--- src/rtl/traffic_light_ctrl.sv ---
// Intersection phase controller: animation-tick prescaler plus a 4-phase traffic light FSM.
// Optional vehicle-sensor early exit from green is enabled by defining TL_SENSOR_EN.
module traffic_light_ctrl #(
  parameter int ANIM_DIV    = 250000,
  parameter int GREEN_TICKS = 300,
  parameter int CLEAR_TICKS = 100,
  parameter int GREEN_MIN   = 100
) (
  input  logic       i_dclk,
  input  logic       i_clr_n,
  input  logic       i_run,
`ifdef TL_SENSOR_EN
  input  logic       i_req_ew,
  input  logic       i_req_ns,
`endif
  output logic       o_anim_clk,
  output logic       o_traffic0_color,
  output logic       o_traffic1_color,
  output logic       o_traffic2_color,
  output logic       o_traffic3_color,
  output logic [1:0] o_phase
);

  typedef enum logic [1:0] {
    EW_GO    = 2'd0,
    EW_CLEAR = 2'd1,
    NS_GO    = 2'd2,
    NS_CLEAR = 2'd3
  } phase_t;

  localparam int              PW         = $clog2(ANIM_DIV);
  localparam logic [PW-1:0]   PRESC_MAX  = PW'(ANIM_DIV - 1);
  localparam logic [15:0]     GREEN_LAST = 16'(GREEN_TICKS - 1);
  localparam logic [15:0]     CLEAR_LAST = 16'(CLEAR_TICKS - 1);

  if (ANIM_DIV < 2 || GREEN_MIN > GREEN_TICKS || GREEN_TICKS < 1 || CLEAR_TICKS < 1) begin : g_bad_params
    $error("traffic_light_ctrl: illegal parameter combination");
  end

  logic [PW-1:0] r_presc;
  logic [15:0]   r_phase_cnt;
  phase_t        r_phase;
  logic          r_anim_clk;
  logic [3:0]    r_color;

  logic          w_tick;
  logic          w_early_exit;
  logic [15:0]   w_last;
  logic [15:0]   w_next_cnt;
  phase_t        w_next_phase;
  logic [3:0]    w_next_color;

  assign w_tick = i_run && (r_presc == PRESC_MAX);

`ifdef TL_SENSOR_EN
  localparam logic [15:0] EARLY_MIN = 16'((GREEN_MIN > 0) ? GREEN_MIN - 1 : 0);

  logic [1:0] r_req_ew_sync;
  logic [1:0] r_req_ns_sync;

  always_ff @(posedge i_dclk or negedge i_clr_n) begin
    if (!i_clr_n) begin
      r_req_ew_sync <= '0;
      r_req_ns_sync <= '0;
    end else begin
      r_req_ew_sync <= {r_req_ew_sync[0], i_req_ew};
      r_req_ns_sync <= {r_req_ns_sync[0], i_req_ns};
    end
  end

  // Green may end early once its minimum has elapsed and only the crossing road is waiting.
  always_comb begin
    w_early_exit = 1'b0;
    case (r_phase)
      EW_GO:   w_early_exit = (r_phase_cnt >= EARLY_MIN) && r_req_ns_sync[1] && !r_req_ew_sync[1];
      NS_GO:   w_early_exit = (r_phase_cnt >= EARLY_MIN) && r_req_ew_sync[1] && !r_req_ns_sync[1];
      default: w_early_exit = 1'b0;
    endcase
  end
`else
  assign w_early_exit = 1'b0;
`endif

  always_comb begin
    w_next_phase = r_phase;
    w_next_cnt   = r_phase_cnt;
    w_next_color = 4'b0000;
    w_last       = ((r_phase == EW_GO) || (r_phase == NS_GO)) ? GREEN_LAST : CLEAR_LAST;

    if (w_tick) begin
      if ((r_phase_cnt == w_last) || w_early_exit) begin
        w_next_cnt = 16'd0;
        case (r_phase)
          EW_GO:    w_next_phase = EW_CLEAR;
          EW_CLEAR: w_next_phase = NS_GO;
          NS_GO:    w_next_phase = NS_CLEAR;
          default:  w_next_phase = EW_GO;
        endcase
      end else begin
        w_next_cnt = r_phase_cnt + 16'd1;
      end
    end

    // Colours follow the upcoming phase so they switch on the same edge as o_phase.
    case (w_next_phase)
      EW_GO:   w_next_color = 4'b0011;
      NS_GO:   w_next_color = 4'b1100;
      default: w_next_color = 4'b0000;
    endcase
  end

  always_ff @(posedge i_dclk or negedge i_clr_n) begin
    if (!i_clr_n) begin
      r_presc     <= '0;
      r_anim_clk  <= 1'b0;
      r_phase_cnt <= 16'd0;
      r_phase     <= NS_CLEAR;
      r_color     <= 4'b0000;
    end else begin
      r_anim_clk <= w_tick;
      if (i_run) begin
        r_presc <= w_tick ? '0 : r_presc + PW'(1);
      end
      r_phase_cnt <= w_next_cnt;
      r_phase     <= w_next_phase;
      r_color     <= w_next_color;
    end
  end

  assign o_anim_clk       = r_anim_clk;
  assign o_phase          = r_phase;
  assign o_traffic0_color = r_color[0];
  assign o_traffic1_color = r_color[1];
  assign o_traffic2_color = r_color[2];
  assign o_traffic3_color = r_color[3];

endmodule

--- config.mk ---
export PLATFORM = sky130hd
export DESIGN_NAME = traffic_light_ctrl
export DESIGN_NICKNAME = d
export VERILOG_FILES = /design/src/rtl/traffic_light_ctrl.sv
export SDC_FILE = /design/constraint.sdc
export NUM_CORES = 1
export LEC_CHECK = 0
export CELL_PAD_IN_SITES_DETAIL_PLACEMENT = 0
export CELL_PAD_IN_SITES_GLOBAL_PLACEMENT = 1
export CORE_MARGIN = 3
export CORE_UTILIZATION = 50
export CTS_CLUSTER_DIAMETER = 80
export DETAILED_ROUTE_END_ITERATION = 8
export HOLD_SLACK_MARGIN = 0.05
export PLACE_DENSITY = 0.83
export SLEW_MARGIN = 20
export SYNTH_ARGS = -nofsm -noshare
export SYNTH_HDL_FRONTEND = slang
export SYNTH_SLANG_ARGS = --single-unit
--- constraint.sdc ---
create_clock -name i_dclk -period 5.8 [get_ports i_dclk]
set_clock_uncertainty 0.05 [all_clocks]
set_input_delay 0.58 -clock i_dclk [delete_from_list [all_inputs] [get_ports i_dclk]]
set_output_delay 0.58 -clock i_dclk [all_outputs]
set_load 0.005 [all_outputs]
==> flow_summary.yaml <==
status:
  status: "complete, no violations"
timing:
  slew_violations: 0
  fin_tns_setup_ns: 0
  max_slew_margin_pct: 43.1
  hold_ws_ns: 0.339
  setup_viol: 0
  fmax_mhz: 386
  hold_viol: 0
  period_needed_ns: 2.59
  period_share_pct: 44.6
  worst_pin_slew_ns: 0.854
  rsz0062_at_grt: "false"
placed_design:
  dp_hpwl_um: 3060
  placed_cell_area_um2: 2200
  placed_cells: 251
  port_buffers: 9
  place_congestion: 0.822
power_and_ir_drop:
  power_density_nw_per_um2: 242
  power_leakage_nw: 0.996
  irDropWorstVdd_mv: 0.142
  clock_power_share_pct: 31.8
  switching_power_mw: 0.151
  pwr-share-comb_pct: 10.4
  power_frac_seq_pct: 57.8
  p_int_mw: 0.402
  p_sw_share_pct: 27.2
clock_network:
  clk_pin_slew_ns: 0.08
  cts_buffers: 5
  htreeDepth: 2
  ctsHoldBuffers: 0
  cts_max_path_buffers: 2
  cts_root_buffer: "clkbuf_8"
  cts_setup_buffers: 0
  cts_resized: 0
  cts_sinks: 39
  cts_tree: "done"
  insertion_delay_ns: 0.29
global_routing:
  grtUsageTotal_pct: 18.6
  grt_overflow: 0
  grt_antenna_before_repair: 0
  first_global_vias: 1563
  grt_pass1_wl_um: 7290
  grt_max_degree: 40
detailed_routing:
  wire_per_inst_um: 16.4
  drt-total-wl_um: 4260
  firstDrtPassIters: 4
  drc_errors: 0
  ant_nets: 0
  via_per_inst: 6.17
  drtIter0Drc: 179
  via_count: 1597
worst_hold_path:
  holdCritPathClass: "in -> async"
critical_path:
  start_kind: "input port"
  cp.required_ns: 5.93
  end_kind: "flop"
  crit_fanout: 10
  arrival_ns: 2.71
  crit_type: "in -> reg"
layout:
  nets: 218
  stdcell_count: 259
  drive_gt1_share_pct: 9.48
  diodes: 0
  multi_input_area_um2: 1050
  nFillCells: 335
  stdcell_area_um2: 2280
  area_growth_pct: 9.42
  regArea_um2: 978
floorplan:
  initial_utilization_pct: 54.5
  fp.dieH_um: 70.6
  coreArea_um2: 3830
  num_rows: 22
  io-pin-count: 10
  dieArea_um2: 4980
  die_width_um: 70.6
flow_run:
  cap_violations: 0
synth:
  synth_area_per_cell_um2: 10.4
  synth_fp_nets: 208
  synthCells: 200
  synth.yosys.warnings: 0
  synth_cell_types: 41
  ys_ff_latch: 39
  syn_area_um2: 2080
  ys_seq_area_share_pct: 46.9
-- state kept, by name (all words and copies together) (netlist names), named ones only --
| name | flops |
|---|---|
| r_color | 2 |
| o_anim_clk | 1 |
| o_phase | 1 |
| r_phase_cnt | 16 |
| r_presc | 18 |
-- power by group through the flow --
stage / clock [mW] / sequential, mW / combinational [mW]
after floorplan: 0 / 0.314 / 0.0460
after detailed placement: 0 / 0.324 / 0.0579
after global placement: 0 / 0.324 / 0.0526
after CTS: 0.184 / 0.319 / 0.0580
after global routing: 0.200 / 0.324 / 0.0643
final: 0.176 / 0.320 / 0.0573
-- cells in the final DEF (no fill, tap or decap), drive strengths merged, types with 7 or more instances in the layout --
cell / count
clkbuf: 7
clkdlybuf4s50: 8
dfrtp: 37
inv: 8
mux2: 9
nand2: 11
nand3: 8
nand4: 10
nor2: 21
nor4: 8
xnor2: 9
xor2: 8
-- layer usage --
layer  wire, um  track usage (%)  up-vias
met3        175             4.83       13
met1       1900             23.6      790
met4        106             7.72        0
li1           -                -      757
met2       2080             30.1       37
met5          0                0        -
-- kinds of logic (layout without fill, tap and decap cells) --
group	after synthesis	after routing	share of synthesized area (%)
and+or+nand+nor	92	92	25.4
DFF	39	39	46.9
AOI/OAI and AO/OA	22	22	8.82
xor gates and xnor gates	17	17	7.14
buffers and inverters	14	25	2.88
muxes	11	11	5.82
adders and majority gates	5	5	3.00
-- final timing paths --
kind	startpoint	end	slack (ns)	depth (start not counted)
hold / removal	i_clr_n	r_phase_cnt[8]	0.34	1
min in group i_dclk	r_presc[16]	r_presc[16]	0.44	1
setup reg to reg	r_phase_cnt[12]	r_color[1]	3.48	4
max in group asynchronous	i_clr_n	r_presc[11]	4.82	1
setup / recovery	i_run	r_color[1]	3.21	5
hold reg to reg	r_presc[16]	r_presc[16]	0.44	1
-- layout make-up --
class	count	share of cell area, %
clock buffer	7	3.35
timing repair buffer	9	3.73
sequential	39	42.9
tap	48	2.63
inverter	8	1.32
clock inverter	1	0.219
multi-input combinational	147	45.9
-- through the flow --
stage | setup WS (ns) | utilization, % | total power, mW
after floorplan | 3.75 | - | 0.360
after global placement | 3.01 | 57.5 | 0.376
after detailed placement | 2.94 | 57.5 | 0.382
after CTS | 3.25 | 59.6 | 0.562
after global routing | 3.00 | 59.6 | 0.587
final | 3.21 | 59.6 | 0.553
-- synth_stat cells (all sizes together) --
cell type | count | share of area (%)
nand4b | 1 | 0.42
a21oi | 2 | 0.48
o21ai | 4 | 0.96
a31o | 1 | 0.42
and2 | 1 | 0.30
ha | 5 | 3.0
o22ai | 1 | 0.30
nand4 | 10 | 3.0
nand2 | 11 | 2.0
mux2 | 9 | 4.9
xnor2 | 9 | 3.8
nand3b | 1 | 0.36
nor4 | 8 | 2.4
xor2 | 8 | 3.4
nand3 | 8 | 1.9
and4 | 6 | 2.5
buf | 2 | 0.72
clkbuf | 4 | 0.72
or2 | 1 | 0.30
a22o | 6 | 2.5
a2111oi | 2 | 2.0
inv | 8 | 1.4
dfrtp | 37 | 44
and3 | 6 | 1.8
or4 | 2 | 0.90
mux2i | 2 | 0.96
nor4b | 1 | 0.42
o211ai | 4 | 1.4
a31oi | 1 | 0.30
dfstp | 2 | 2.5
nor2 | 21 | 3.8
nand4bb | 3 | 1.6
nor2b | 5 | 1.5
nor3 | 6 | 1.7
o31ai | 1 | 0.36
nor4bb | 1 | 0.48
-- worst max-delay path, stage by stage --
cell	delay [ns]
clkdlybuf4s50_1	0.60
nand4_1	0.25
nor2_1	0.58
nand3_1	0.31
mux2_1	0.39
No activity file was read; power rests on OpenSTA's default activity.
